$ cat config.mk
export PLATFORM = sky130hd
export DESIGN_NAME = booth_mult_seq
export DESIGN_NICKNAME = d
export VERILOG_FILES = /design/src/rtl/booth_pkg.sv /design/src/rtl/booth_addsub.sv /design/src/rtl/booth_mult_seq.sv
export SDC_FILE = /design/constraint.sdc
export NUM_CORES = 1
export LEC_CHECK = 0
export CAP_MARGIN = 20
export CORE_MARGIN = 3
export CORE_UTILIZATION = 53
export DETAILED_ROUTE_END_ITERATION = 10
export HOLD_SLACK_MARGIN = 0.05
export PLACE_DENSITY = 0.83
export SYNTH_ARGS = -nofsm -noshare
export SYNTH_HDL_FRONTEND = slang
export SYNTH_SLANG_ARGS = --single-unit
$ cat constraint.sdc
create_clock -name clk -period 2.93 [get_ports clk]
set_clock_uncertainty 0.05 [all_clocks]
set_input_delay 0.586 -clock clk [delete_from_list [all_inputs] [get_ports clk]]
set_output_delay 0.586 -clock clk [all_outputs]
set_load 0.05 [all_outputs]
$ cat src/rtl/booth_pkg.sv
// ============================================================================
// Module   : booth_pkg
// Purpose  : Shared state encoding and Booth recode constants for booth_mult_seq.
// Revision : 1.0 - initial release
// ============================================================================
`default_nettype none

package booth_pkg;

  typedef enum logic [1:0] {
    ST_IDLE = 2'b00,
    ST_RUN  = 2'b01,
    ST_DONE = 2'b10
  } state_t;

  // Booth recode of {Q[0], q_m1}
  localparam logic [1:0] BR_ADD = 2'b01;
  localparam logic [1:0] BR_SUB = 2'b10;

endpackage

`default_nettype wire

$ cat src/rtl/booth_addsub.sv
// ============================================================================
// Module   : booth_addsub
// Purpose  : Combinational Booth step: A+M, A-M or A selected by {Q[0], q_m1}.
// Revision : 1.0 - initial release
// ============================================================================
`default_nettype none

module booth_addsub
  import booth_pkg::*;
#(
  parameter int E = 9
) (
  input  logic [E-1:0] a,
  input  logic [E-1:0] m,
  input  logic [1:0]   rec,
  output logic [E-1:0] sum
);

  always_comb begin
    sum = a;
    case (rec)
      BR_ADD:  sum = a + m;
      BR_SUB:  sum = a - m;
      default: sum = a;
    endcase
  end

endmodule

`default_nettype wire

$ cat src/rtl/booth_mult_seq.sv
// ============================================================================
// Module   : booth_mult_seq
// Purpose  : Sequential radix-2 Booth multiplier, signed/unsigned, start/done.
// Revision : 1.0 - initial release
// ============================================================================
`default_nettype none

module booth_mult_seq
  import booth_pkg::*;
#(
  parameter int WIDTH = 8,
  parameter int CW    = $clog2(WIDTH + 2)
) (
  input  logic                 clk,
  input  logic                 rst,
  input  logic                 start,
  input  logic                 is_signed,
  input  logic [WIDTH-1:0]     op_a,
  input  logic [WIDTH-1:0]     op_b,
  output logic                 ready,
  output logic                 busy,
  output logic                 done,
  output logic [2*WIDTH-1:0]   product
);

  localparam int E = WIDTH + 1;

  state_t             r_state;
  logic [E-1:0]       r_a;
  logic [E-1:0]       r_q;
  logic               r_qm1;
  logic [E-1:0]       r_m;
  logic [CW-1:0]      r_count;
  logic               r_done;
  logic [2*WIDTH-1:0] r_product;

  logic [E-1:0]       w_sum;
  logic [E-1:0]       w_a_sh;
  logic [E-1:0]       w_q_sh;
  logic [2*E-1:0]     w_aq;
  logic [E-1:0]       w_ext_a;
  logic [E-1:0]       w_ext_b;
  logic               w_accept;

  // One extra bit lets unsigned operands use the same signed Booth datapath
  assign w_ext_a  = {is_signed & op_a[WIDTH-1], op_a};
  assign w_ext_b  = {is_signed & op_b[WIDTH-1], op_b};
  assign w_accept = start & ready;

  booth_addsub #(.E(E)) u_addsub (
    .a   (r_a),
    .m   (r_m),
    .rec ({r_q[0], r_qm1}),
    .sum (w_sum)
  );

  assign w_a_sh = {w_sum[E-1], w_sum[E-1:1]};
  assign w_q_sh = {w_sum[0], r_q[E-1:1]};
  assign w_aq   = {w_a_sh, w_q_sh};

  always_ff @(posedge clk) begin
    if (rst) begin
      r_state   <= ST_IDLE;
      r_a       <= '0;
      r_q       <= '0;
      r_qm1     <= 1'b0;
      r_m       <= '0;
      r_count   <= '0;
      r_done    <= 1'b0;
      r_product <= '0;
    end else begin
      r_done <= 1'b0;
      case (r_state)
        ST_IDLE, ST_DONE: begin
          if (w_accept) begin
            r_m     <= w_ext_a;
            r_q     <= w_ext_b;
            r_a     <= '0;
            r_qm1   <= 1'b0;
            r_count <= CW'(E);
            r_state <= ST_RUN;
          end else begin
            r_state <= ST_IDLE;
          end
        end
        ST_RUN: begin
          r_a     <= w_a_sh;
          r_q     <= w_q_sh;
          r_qm1   <= r_q[0];
          r_count <= r_count - 1'b1;
          if (r_count == CW'(1)) begin
            r_product <= w_aq[2*WIDTH-1:0];
            r_done    <= 1'b1;
            r_state   <= ST_DONE;
          end
        end
        default: r_state <= ST_IDLE;
      endcase
    end
  end

  assign ready   = (r_state == ST_IDLE) || (r_state == ST_DONE);
  assign busy    = (r_state == ST_RUN);
  assign done    = r_done;
  assign product = r_product;

endmodule

`default_nettype wire

## Yosys cells after proc, flatten, opt, wreduce, memory -nomap -nowiden

Cells that the tools add are included.

- Add/sub/neg operators: 3
- Multiply operators: 0
- Divide/modulo/power cells: 0
- Order comparisons: 0
- Eq/ne operators: 7
- Shift-type cells: 0
- Mux-type cells: 13
- Bitwise operators: 4
- Reductions and logical operators: 8

Operator list:

| kind | number |
|---|---|
| $pmux W9 S2 | 3 |
| $mux W9 | 2 |
| $add A9 B9 Y9 | 1 |
| $sub A9 B9 Y9 | 1 |
| $pmux W4 S2 | 1 |
| $reduce_and A2 Y1 | 3 |
| $eq A2 B1 Y1 const B | 2 |
| $eq A2 B2 Y1 const B | 2 |
| $eq A4 B1 Y1 const B | 1 |
| $mux W4 | 1 |
| $pmux W2 S2 | 1 |
| $reduce_or A2 Y1 | 2 |
| $sub A4 B1 Y4 const B | 1 |
| $and A1 B1 Y1 | 3 |
| $mux W1 | 3 |
| $logic_not A2 Y1 | 1 |
| $mux W2 | 1 |
| $ne A2 B1 Y1 const B | 1 |
| $ne A2 B2 Y1 const B | 1 |
| $pmux W1 S2 | 1 |
| $reduce_bool A2 Y1 | 1 |
| $logic_or A1 B1 Y1 | 1 |
| $not A1 Y1 | 1 |

- Flip-flop bits (word level): 51
- Latch bits: 0
- Bits in writable memories: 0
- Memory bits (read-only): 0
- Input port bits: 20
- Output and inout port bits: 19
- Word-level logic and storage cells: 43
- Memories: 0

## Longest topological paths before layout

Gate-level depths: netlist of run 1.

- Depth in word-level cells: 5
- Depth in mapped cells: 12

## By module

From an unflattened synthesis of run 1, not the netlist that was laid out.

- Cell total of the unflattened synthesis: 284
- Area, all modules: 2,491.1 sq um

By module, submodules not included:

| module | instances | cells each | area an instance (sq um) | sequential area each (sq um) |
|---|---|---|---|---|
| booth_mult_seq | 1 | 191 | 1,824.2 | 1,001.0 |
| booth_addsub | 1 | 93 | 666.9 | 0.0 |

## Worst setup path after synthesis of run 1

No wires, ideal clock.

- Kind: register to register
- From: reg r_qm1
- To: reg r_product[15] (netlist: product[15])
- Arrival time: 2.445 ns
- Data required time: 2.794 ns
- Slack: 0.349 ns
- Stages on the path, launching flop included: 13
- Clock period less this slack: 2.581 ns
- Cell sequence: dfxtp_1 inv_1 ha_1 clkbuf_1 a31oi_1 xnor2_1 ha_1 and2_4 a221o_1 a221oi_2 xnor2_1 mux2i_1 a211oi_1

- Word-level cells in the longest chain between the ends: 2

RTL lines:

| item | RTL line | RTL |
|---|---|---|
| start: declaration | booth_mult_seq.sv:31 | `logic r_qm1;` |
| start signal: assignment | booth_mult_seq.sv:89 | `r_qm1 <= r_q[0];` |
| $eq A2 B2 Y1 or $eq A2 B1 Y1 (tied branches) | booth_addsub.sv:21 | `case (rec)` |
| $pmux W9 S2 (*) | booth_addsub.sv:21 |  |
| end signal: assignment | booth_mult_seq.sv:92 | `r_product <= w_aq[2*WIDTH-1:0];` |
| end: declaration | booth_mult_seq.sv:35 | `logic [2*WIDTH-1:0] r_product;` |

Every way passes the cells marked *; elsewhere a longest branch is shown, timed or not.
A chain may end at the register's enable or synchronous reset.

## Worst setup path after layout of run 1

Ends and elaborated chain as after synthesis.

==> out/metrics.csv, run 1 <==
metric,value,unit
fraction of the mapped netlist area in adder cells,0.0682,
1st-pass router iterations,4,
r2r endpoint,product[15],
Inserted Clock Buffers,5,
"FF+latch count, synth",50,
Clock Pin Slew Worst Setup and Hold Paths,0.09,ns
antenna diode instance count,0,
area of the placeable core,0.00444,mm²
ratio of cells with drive above 1 in the final layout,0.0756,
Top-Level Pins,39,
setup fix buffers added after clock tree synthesis,0,
final HPWL from detailed placement,3920,µm
Post-Place Cells,387,
result of the run,completed,
initial antenna violation count,0,
unrepaired setup endpoints after global routing,false,
Setup CP Type,register to register,
leakage dissipation,1.13,nW
Initial Utilization,0.561,
count of nets after finishing,376,
largest family of logic cells by synthesized area,simple AND/OR/NAND/NOR gates,
synthesized-area fraction occupied by and/or/nand/nor cells,0.217,
critical path capture point type,register,
H-Tree Level Count,2,
combinational group share of total power,0.270,
Root Buffer Master,sky130_fd_sc_hd__clkbuf_8,
Setup Total Neg Slack,0,ns
worst-case clock buffer depth,2,
Worst Min Path Start,product[1],
count of flip-flops with a built-in enable after synthesis,0,
maximum number of pins on one net before global-route repair,35,
part of the power in the clock network,0.298,
wire length of the first global-routing pass,9490,µm
horizontal die dimension,74.6,µm
required time at the worst-slack endpoint,3.10,ns
start of the worst register-to-register path,r_qm1,
sort of element at the start of the critical path,register,
via count of the first global-routing pass,2103,
Hold WC Path Type,register to register,
internal power consumption,1.20,mW
min cycle time layout,2.77,ns
initial detailed-routing violation count,152,
count of final max-slew check failures,0,
Sinks on Clock Net,50,
cts hold-fix bufs,0,
Mapped Avg Cell Area,8.10,µm²
Cell Rows,24,
die outline height,74.6,µm
final WL,5610,µm
number of cells on the worst hold path,2,
Final Hold Fails,0,
number of buffers inserted by port buffering,38,
Max Fanout on Critical Path,8,
setup slack of the most critical reg-to-reg path,0.16,ns
worst-case reg-to-reg path depth,11,
fmax,361,MHz
worst-margin pin slew,0.668,ns
via count of the routed design,2223,
# Max-Cap Violations,0,
maximum vdd drop,0.295,mV
Switching Fraction,0.305,
clock tree from TritonCTS,yes,
routed len/inst,14.2,µm
signed area change from the synthesized netlist to the final layout,22.4,%
synthesized cell area,0.00249,mm²
portion of the clock cycle consumed by the worst path in the final layout,0.945,
async set-reset flop share out of synthesis,0,
total of endpoints with negative setup slack in the final report,0,
count of synthesis-stage warnings from yosys,0,
Hold Path End,product[1],
total global-route track usage,0.219,
dominant synthesized flop cell,sky130_fd_sc_hd__dfxtp_1,
global-route congestion overflow total,0,
routability congestion estimate from global placement,0.965,
Skew-Pair Late Insertion Delay,0.31,ns
Psw,0.527,mW
compound-gate portion of the synthesized area,0.201,
share of the yosys chip area belonging to registers,0.401,
relative max-transition margin,0.555,
number of library cell types mapped by synthesis,46,
fraction of synthesized area in multiplexers,0.0211,
post-route antenna net violation count,0,
total die area,0.00556,mm²
total DRC errors in the routed layout,0,
Synth Instances,308,
arrival time of the worst setup path,2.94,ns
average via count per standard cell,5.61,
Cell Pwr Density,565,mW/mm²
parity-gate share of the synthesized area counting xor and xnor cells,0.0457,
count of non-filler cells in the finished layout,396,
sequential power share,0.433,
post-synth net total,341,
metal layers:
metal / vias to the layer above / GRT usage / wire (µm)
met5: - / 0 / 0
li1: 1128 / - / -
met2: 76 / 0.356 / 2680
met1: 1009 / 0.285 / 2500
met4: 0 / 0.0810 / 97
met3: 10 / 0.0500 / 341
worst max path at each step:
| stage | slack (ns) | startpoint | end | depth (start not counted) |
|---|---|---|---|---|
| after CTS | 0.13 | r_m[0] | product[15] | 11 |
| after detailed placement | 0.18 | r_m[0] | product[15] | 11 |
| after floorplan | 0.35 | r_qm1 | product[15] | 12 |
| final | 0.16 | r_qm1 | product[15] | 11 |
| after global placement | 0.25 | r_m[0] | product[15] | 11 |
| after global routing | 0.007 | r_m[1] | product[15] | 11 |
area by class of cell:
class | count | area (µm²)
clock buffer | 6 | 82.6
clock inverter | 2 | 38.8
fill | 367 | 1390
inverter | 11 | 41.3
multi-input combinational | 229 | 1380
sequential | 50 | 1000
tap | 52 | 65.1
timing repair buffer | 46 | 444
flip-flops by register name, summed over array words and instances (netlist names):
signal,count
r_a,8
r_state,2
r_qm1,1
r_count,4
r_q,9
r_m,9
done,1
product,16
power by group through the flow:
| stage | Clock (mW) | Sequential, mW | Combinational [mW] |
|---|---|---|---|
| floorplan | 0 | 0.774 | 0.330 |
| global placement | 0 | 0.759 | 0.446 |
| detailed placement | 0 | 0.761 | 0.457 |
| CTS | 0.530 | 0.746 | 0.461 |
| global route | 0.555 | 0.752 | 0.513 |
| finish | 0.513 | 0.747 | 0.466 |
repair_timing:
action	CTS	global route
endpoints found under the hold margin	0	0
setup endpoints to repair	0	1
gates resized for setup	0	1
metrics by stage:
stage / total power [mW] / cell area [µm²] / hold WS (ns) / setup slack [ns] / utilization
finish: 1.73 / 3050 / 0.410 / 0.160 / 0.687
detailed placement: 1.22 / 2920 / 0.400 / 0.181 / 0.657
CTS: 1.74 / 3040 / 0.410 / 0.132 / 0.684
global route: 1.82 / 3050 / 0.424 / 0.00704 / 0.687
global placement: 1.21 / 2920 / 0.395 / 0.252 / 0.657
floorplan: 1.10 / 2490 / 0.394 / 0.349 / -
worst max-delay path, cell delays in order (launching register included):
cell                       delay, ns
sky130_fd_sc_hd__dfxtp_1        0.35
sky130_fd_sc_hd__inv_1          0.05
sky130_fd_sc_hd__ha_1           0.27
sky130_fd_sc_hd__a31oi_1        0.23
sky130_fd_sc_hd__xnor2_1        0.15
sky130_fd_sc_hd__ha_1           0.31
sky130_fd_sc_hd__and2_4         0.18
sky130_fd_sc_hd__a221o_1        0.32
sky130_fd_sc_hd__a221oi_2       0.29
sky130_fd_sc_hd__xnor2_1        0.16
sky130_fd_sc_hd__mux2i_1        0.09
sky130_fd_sc_hd__a211oi_1       0.24
cell usage after synthesis (2+ instances only):
| cell type | count | area, µm² |
|---|---|---|
| sky130_fd_sc_hd__a211oi_1 | 4 | 30.0 |
| sky130_fd_sc_hd__a21o_1 | 2 | 15.0 |
| sky130_fd_sc_hd__a21oi_1 | 42 | 210 |
| sky130_fd_sc_hd__a22oi_1 | 12 | 90.1 |
| sky130_fd_sc_hd__a31oi_1 | 4 | 25.0 |
| sky130_fd_sc_hd__a32oi_1 | 3 | 26.3 |
| sky130_fd_sc_hd__buf_1 | 2 | 7.51 |
| sky130_fd_sc_hd__buf_2 | 4 | 20.0 |
| sky130_fd_sc_hd__clkbuf_1 | 12 | 45.0 |
| sky130_fd_sc_hd__dfxtp_1 | 50 | 1000 |
| sky130_fd_sc_hd__ha_1 | 12 | 150 |
| sky130_fd_sc_hd__inv_1 | 11 | 41.3 |
| sky130_fd_sc_hd__mux2i_1 | 3 | 30.0 |
| sky130_fd_sc_hd__nand2_1 | 57 | 214 |
| sky130_fd_sc_hd__nand2b_1 | 2 | 12.5 |
| sky130_fd_sc_hd__nand3_1 | 4 | 20.0 |
| sky130_fd_sc_hd__nor2_1 | 33 | 124 |
| sky130_fd_sc_hd__nor2b_1 | 2 | 12.5 |
| sky130_fd_sc_hd__nor3_1 | 7 | 35.0 |
| sky130_fd_sc_hd__o211ai_1 | 3 | 22.5 |
| sky130_fd_sc_hd__o21ai_0 | 3 | 15.0 |
| sky130_fd_sc_hd__xnor2_1 | 12 | 105 |
placed cells by master (no fill, tap or decap), types with 2 or more instances in the layout:
| master | n |
|---|---|
| sky130_fd_sc_hd__ha_1 | 12 |
| sky130_fd_sc_hd__nand2_1 | 57 |
| sky130_fd_sc_hd__mux2i_1 | 3 |
| sky130_fd_sc_hd__nand3_1 | 4 |
| sky130_fd_sc_hd__a21oi_1 | 42 |
| sky130_fd_sc_hd__buf_4 | 7 |
| sky130_fd_sc_hd__a32oi_1 | 3 |
| sky130_fd_sc_hd__clkbuf_8 | 6 |
| sky130_fd_sc_hd__xnor2_1 | 12 |
| sky130_fd_sc_hd__a211oi_1 | 4 |
| sky130_fd_sc_hd__inv_1 | 11 |
| sky130_fd_sc_hd__a22oi_1 | 12 |
| sky130_fd_sc_hd__nor3_1 | 7 |
| sky130_fd_sc_hd__clkdlybuf4s50_1 | 38 |
| sky130_fd_sc_hd__a21o_1 | 2 |
| sky130_fd_sc_hd__nand2b_1 | 2 |
| sky130_fd_sc_hd__a31oi_1 | 4 |
| sky130_fd_sc_hd__o211ai_1 | 3 |
| sky130_fd_sc_hd__nor2_1 | 33 |
| sky130_fd_sc_hd__o21ai_0 | 3 |
| sky130_fd_sc_hd__nor2b_1 | 2 |
| sky130_fd_sc_hd__dfxtp_1 | 49 |
kinds of logic (layout without fill, tap and decap cells):
kind of cell,count (synthesis),count (layout)
buffers and inverters,29,65
xor gates and xnor gates,13,13
muxes,5,5
AOI/OAI and AO/OA,78,78
DFF,50,50
and+or+nand+nor,120,120
adders and majority gates,13,13
No activity file was read; power rests on OpenSTA's default activity.
==> run 2, diff against run 1 <==
CAP_MARGIN = not set   (was 20)
==> run 2 against run 1 <==
  * Via count down 1.5%
  * Setup slack got worse by 0.0032 ns
  * Core utilization decreased by 0.25 points
  * Critical path depth unchanged
  * Final cell count shrank 0.25%
  * Register-to-register slack about the same
==> out/metrics.csv, run 2 (same netlist as run 1, synthesis figures left out) <==
metric,value,unit,change
final HPWL from detailed placement,3920,µm,unchanged
total of endpoints with negative setup slack in the final report,0,,unchanged
maximum vdd drop,0.295,mV,about the same
setup fix buffers added after clock tree synthesis,0,,unchanged
Max Fanout on Critical Path,6,,was 8
critical path capture point type,register,,unchanged
total die area,0.00556,mm²,unchanged
maximum number of pins on one net before global-route repair,35,,unchanged
Crit. Startpoint,r_m[1],,was r_qm1
most frequent cells in the layout,"sky130_fd_sc_hd__nand2_1, sky130_fd_sc_hd__dfxtp_1, sky130_fd_sc_hd__a21oi_1",,unchanged
area of the placeable core,0.00444,mm²,unchanged
signed area change from the synthesized netlist to the final layout,22.0,%,was 22.4%
total global-route track usage,0.219,,unchanged
Util after Layout,0.684,,was 0.687
count of nets after finishing,375,,was 376
delay of the slowest cell on the worst path,0.40,ns,was 0.35 ns
start of the worst register-to-register path,r_m[1],,was r_qm1
post-route antenna net violation count,0,,unchanged
Cell Rows,24,,unchanged
relative max-transition margin,0.227,,was 0.555
Clock Pin Slew Worst Setup and Hold Paths,0.09,ns,about the same
worst-case clock buffer depth,2,,unchanged
leakage dissipation,1.12,nW,was 1.13 nW
Cell Pwr Density,566,mW/mm²,was 565 mW/mm²
Skew-Pair Late Insertion Delay,0.31,ns,about the same
die outline height,74.6,µm,unchanged
via count of the routed design,2189,,was 2223
most frequent standard cell in the layout excluding fill and tap cells,sky130_fd_sc_hd__nand2_1,,unchanged
clock tree from TritonCTS,yes,,unchanged
H-Tree Level Count,2,,unchanged
Resized Gates After CTS,0,,unchanged
number of buffers inserted by port buffering,38,,unchanged
result of the run,completed,,unchanged
Setup CP Type,register to register,,unchanged
ratio of cells with drive above 1 in the final layout,0.0729,,was 0.0756
Final Hold Fails,0,,unchanged
1st-pass router iterations,4,,unchanged
antenna diode instance count,0,,unchanged
initial detailed-routing violation count,122,,was 152
initial antenna violation count,0,,unchanged
wire length of the first global-routing pass,9490,µm,unchanged
portion of the clock cycle consumed by the worst path in the final layout,0.947,,was 0.945
cts hold-fix bufs,0,,unchanged
sort of element at the start of the critical path,register,,unchanged
arrival time of the worst setup path,2.95,ns,was 2.94 ns
final WL,5550,µm,was 5610 µm
horizontal die dimension,74.6,µm,unchanged
via count of the first global-routing pass,2103,,unchanged
Inserted Clock Buffers,5,,unchanged
cell-by-cell listing of the critical path,"inv_1, ha_1, a21oi_1, xnor2_1, ha_1, and2_4, a221o_1, a221oi_2, xnor2_1, mux2i_1, a211oi_1",,"was inv_1, ha_1, a31oi_1, xnor2_1, ha_1, and2_4, a221o_1, a221oi_2, xnor2_1, mux2i_1, a211oi_1"
routability congestion estimate from global placement,0.965,,unchanged
global-route congestion overflow total,0,,unchanged
min cycle time layout,2.77,ns,about the same
total DRC errors in the routed layout,0,,unchanged
count of final max-slew check failures,0,,unchanged
unrepaired setup endpoints after global routing,false,,unchanged
Setup Total Neg Slack,0,ns,unchanged
required time at the worst-slack endpoint,3.10,ns,about the same
Worst Min Path Start,product[1],,unchanged
Initial Utilization,0.561,,unchanged
# Max-Cap Violations,0,,unchanged
Top-Level Pins,39,,unchanged
Sinks on Clock Net,50,,unchanged
routed len/inst,14.0,µm,was 14.2 µm
number of flip-flops under the largest register name,16,,unchanged
cell with the largest stage delay on the worst path,sky130_fd_sc_hd__dfxtp_1,,unchanged
worst-margin pin slew,1.16,ns,was 0.668 ns
Root Buffer Master,sky130_fd_sc_hd__clkbuf_8,,unchanged
Hold WC Path Type,register to register,,unchanged
fmax,361,MHz,about the same
average via count per standard cell,5.54,,was 5.61
-- run 2: per-stage QoR --
step	hold WS [ns]	total power [mW]	std cells	cell area (µm²)	worst slack (ns)
4_1_cts	0.410	1.74	395	3040	0.132
3_3_place_gp	0.395	1.21	387	2920	0.252
3_5_place_dp	0.400	1.22	387	2920	0.181
2_1_floorplan	0.394	1.10	308	2490	0.349
6_report	0.410	1.72	395	3040	0.157
5_1_grt	0.424	1.82	395	3040	0.00704
-- run 2: cell type report --
type | count | area (µm²)
inverter | 11 | 41.3
timing repair buffer | 45 | 433
fill | 368 | 1400
tap | 52 | 65.1
multi-input combinational | 229 | 1380
clock inverter | 2 | 38.8
sequential | 50 | 1000
clock buffer | 6 | 82.6
-- run 2: report_power, final --
part	leakage (nW)	internal (mW)	total [mW]	switching, mW
logic	0.650	0.200	0.461	0.261
clock network	0.0618	0.281	0.514	0.234
registers	0.408	0.715	0.746	0.0314
total	1.12	1.20	1.72	0.526
-- run 2: final timing paths --
path / endpoint / slack (ns) / cells past startpoint
worst max-delay path: product[15] / 0.16 / 11
worst min-delay path: product[1] / 0.41 / 2
worst max register to register: product[15] / 0.16 / 11
worst min register to register: product[1] / 0.41 / 2
-- run 2: per-layer routing --
layer	wire length, µm	up-vias	GRT usage
li1	-	1126	-
met1	2510	977	0.285
met2	2650	75	0.356
met3	303	11	0.0500
met4	85	0	0.0810
met5	0	-	0
-- run 2: critical path: cells and delay by family, from the launching register on --
| family | cells | cell delay, ns |
|---|---|---|
| fa+ha+maj | 2 | 0.53 |
| buf+inv | 1 | 0.08 |
| simple gates | 1 | 0.19 |
| flops | 1 | 0.40 |
| xor+xnor | 2 | 0.30 |
| compound gates | 4 | 1.02 |
| mux | 1 | 0.09 |
==> run 3, diff against run 2 <==
CTS_CLUSTER_DIAMETER = 30   (was not set)
==> results of run 3 <==
Same layout as run 2: the final DEF is identical, and so are final timing and power.
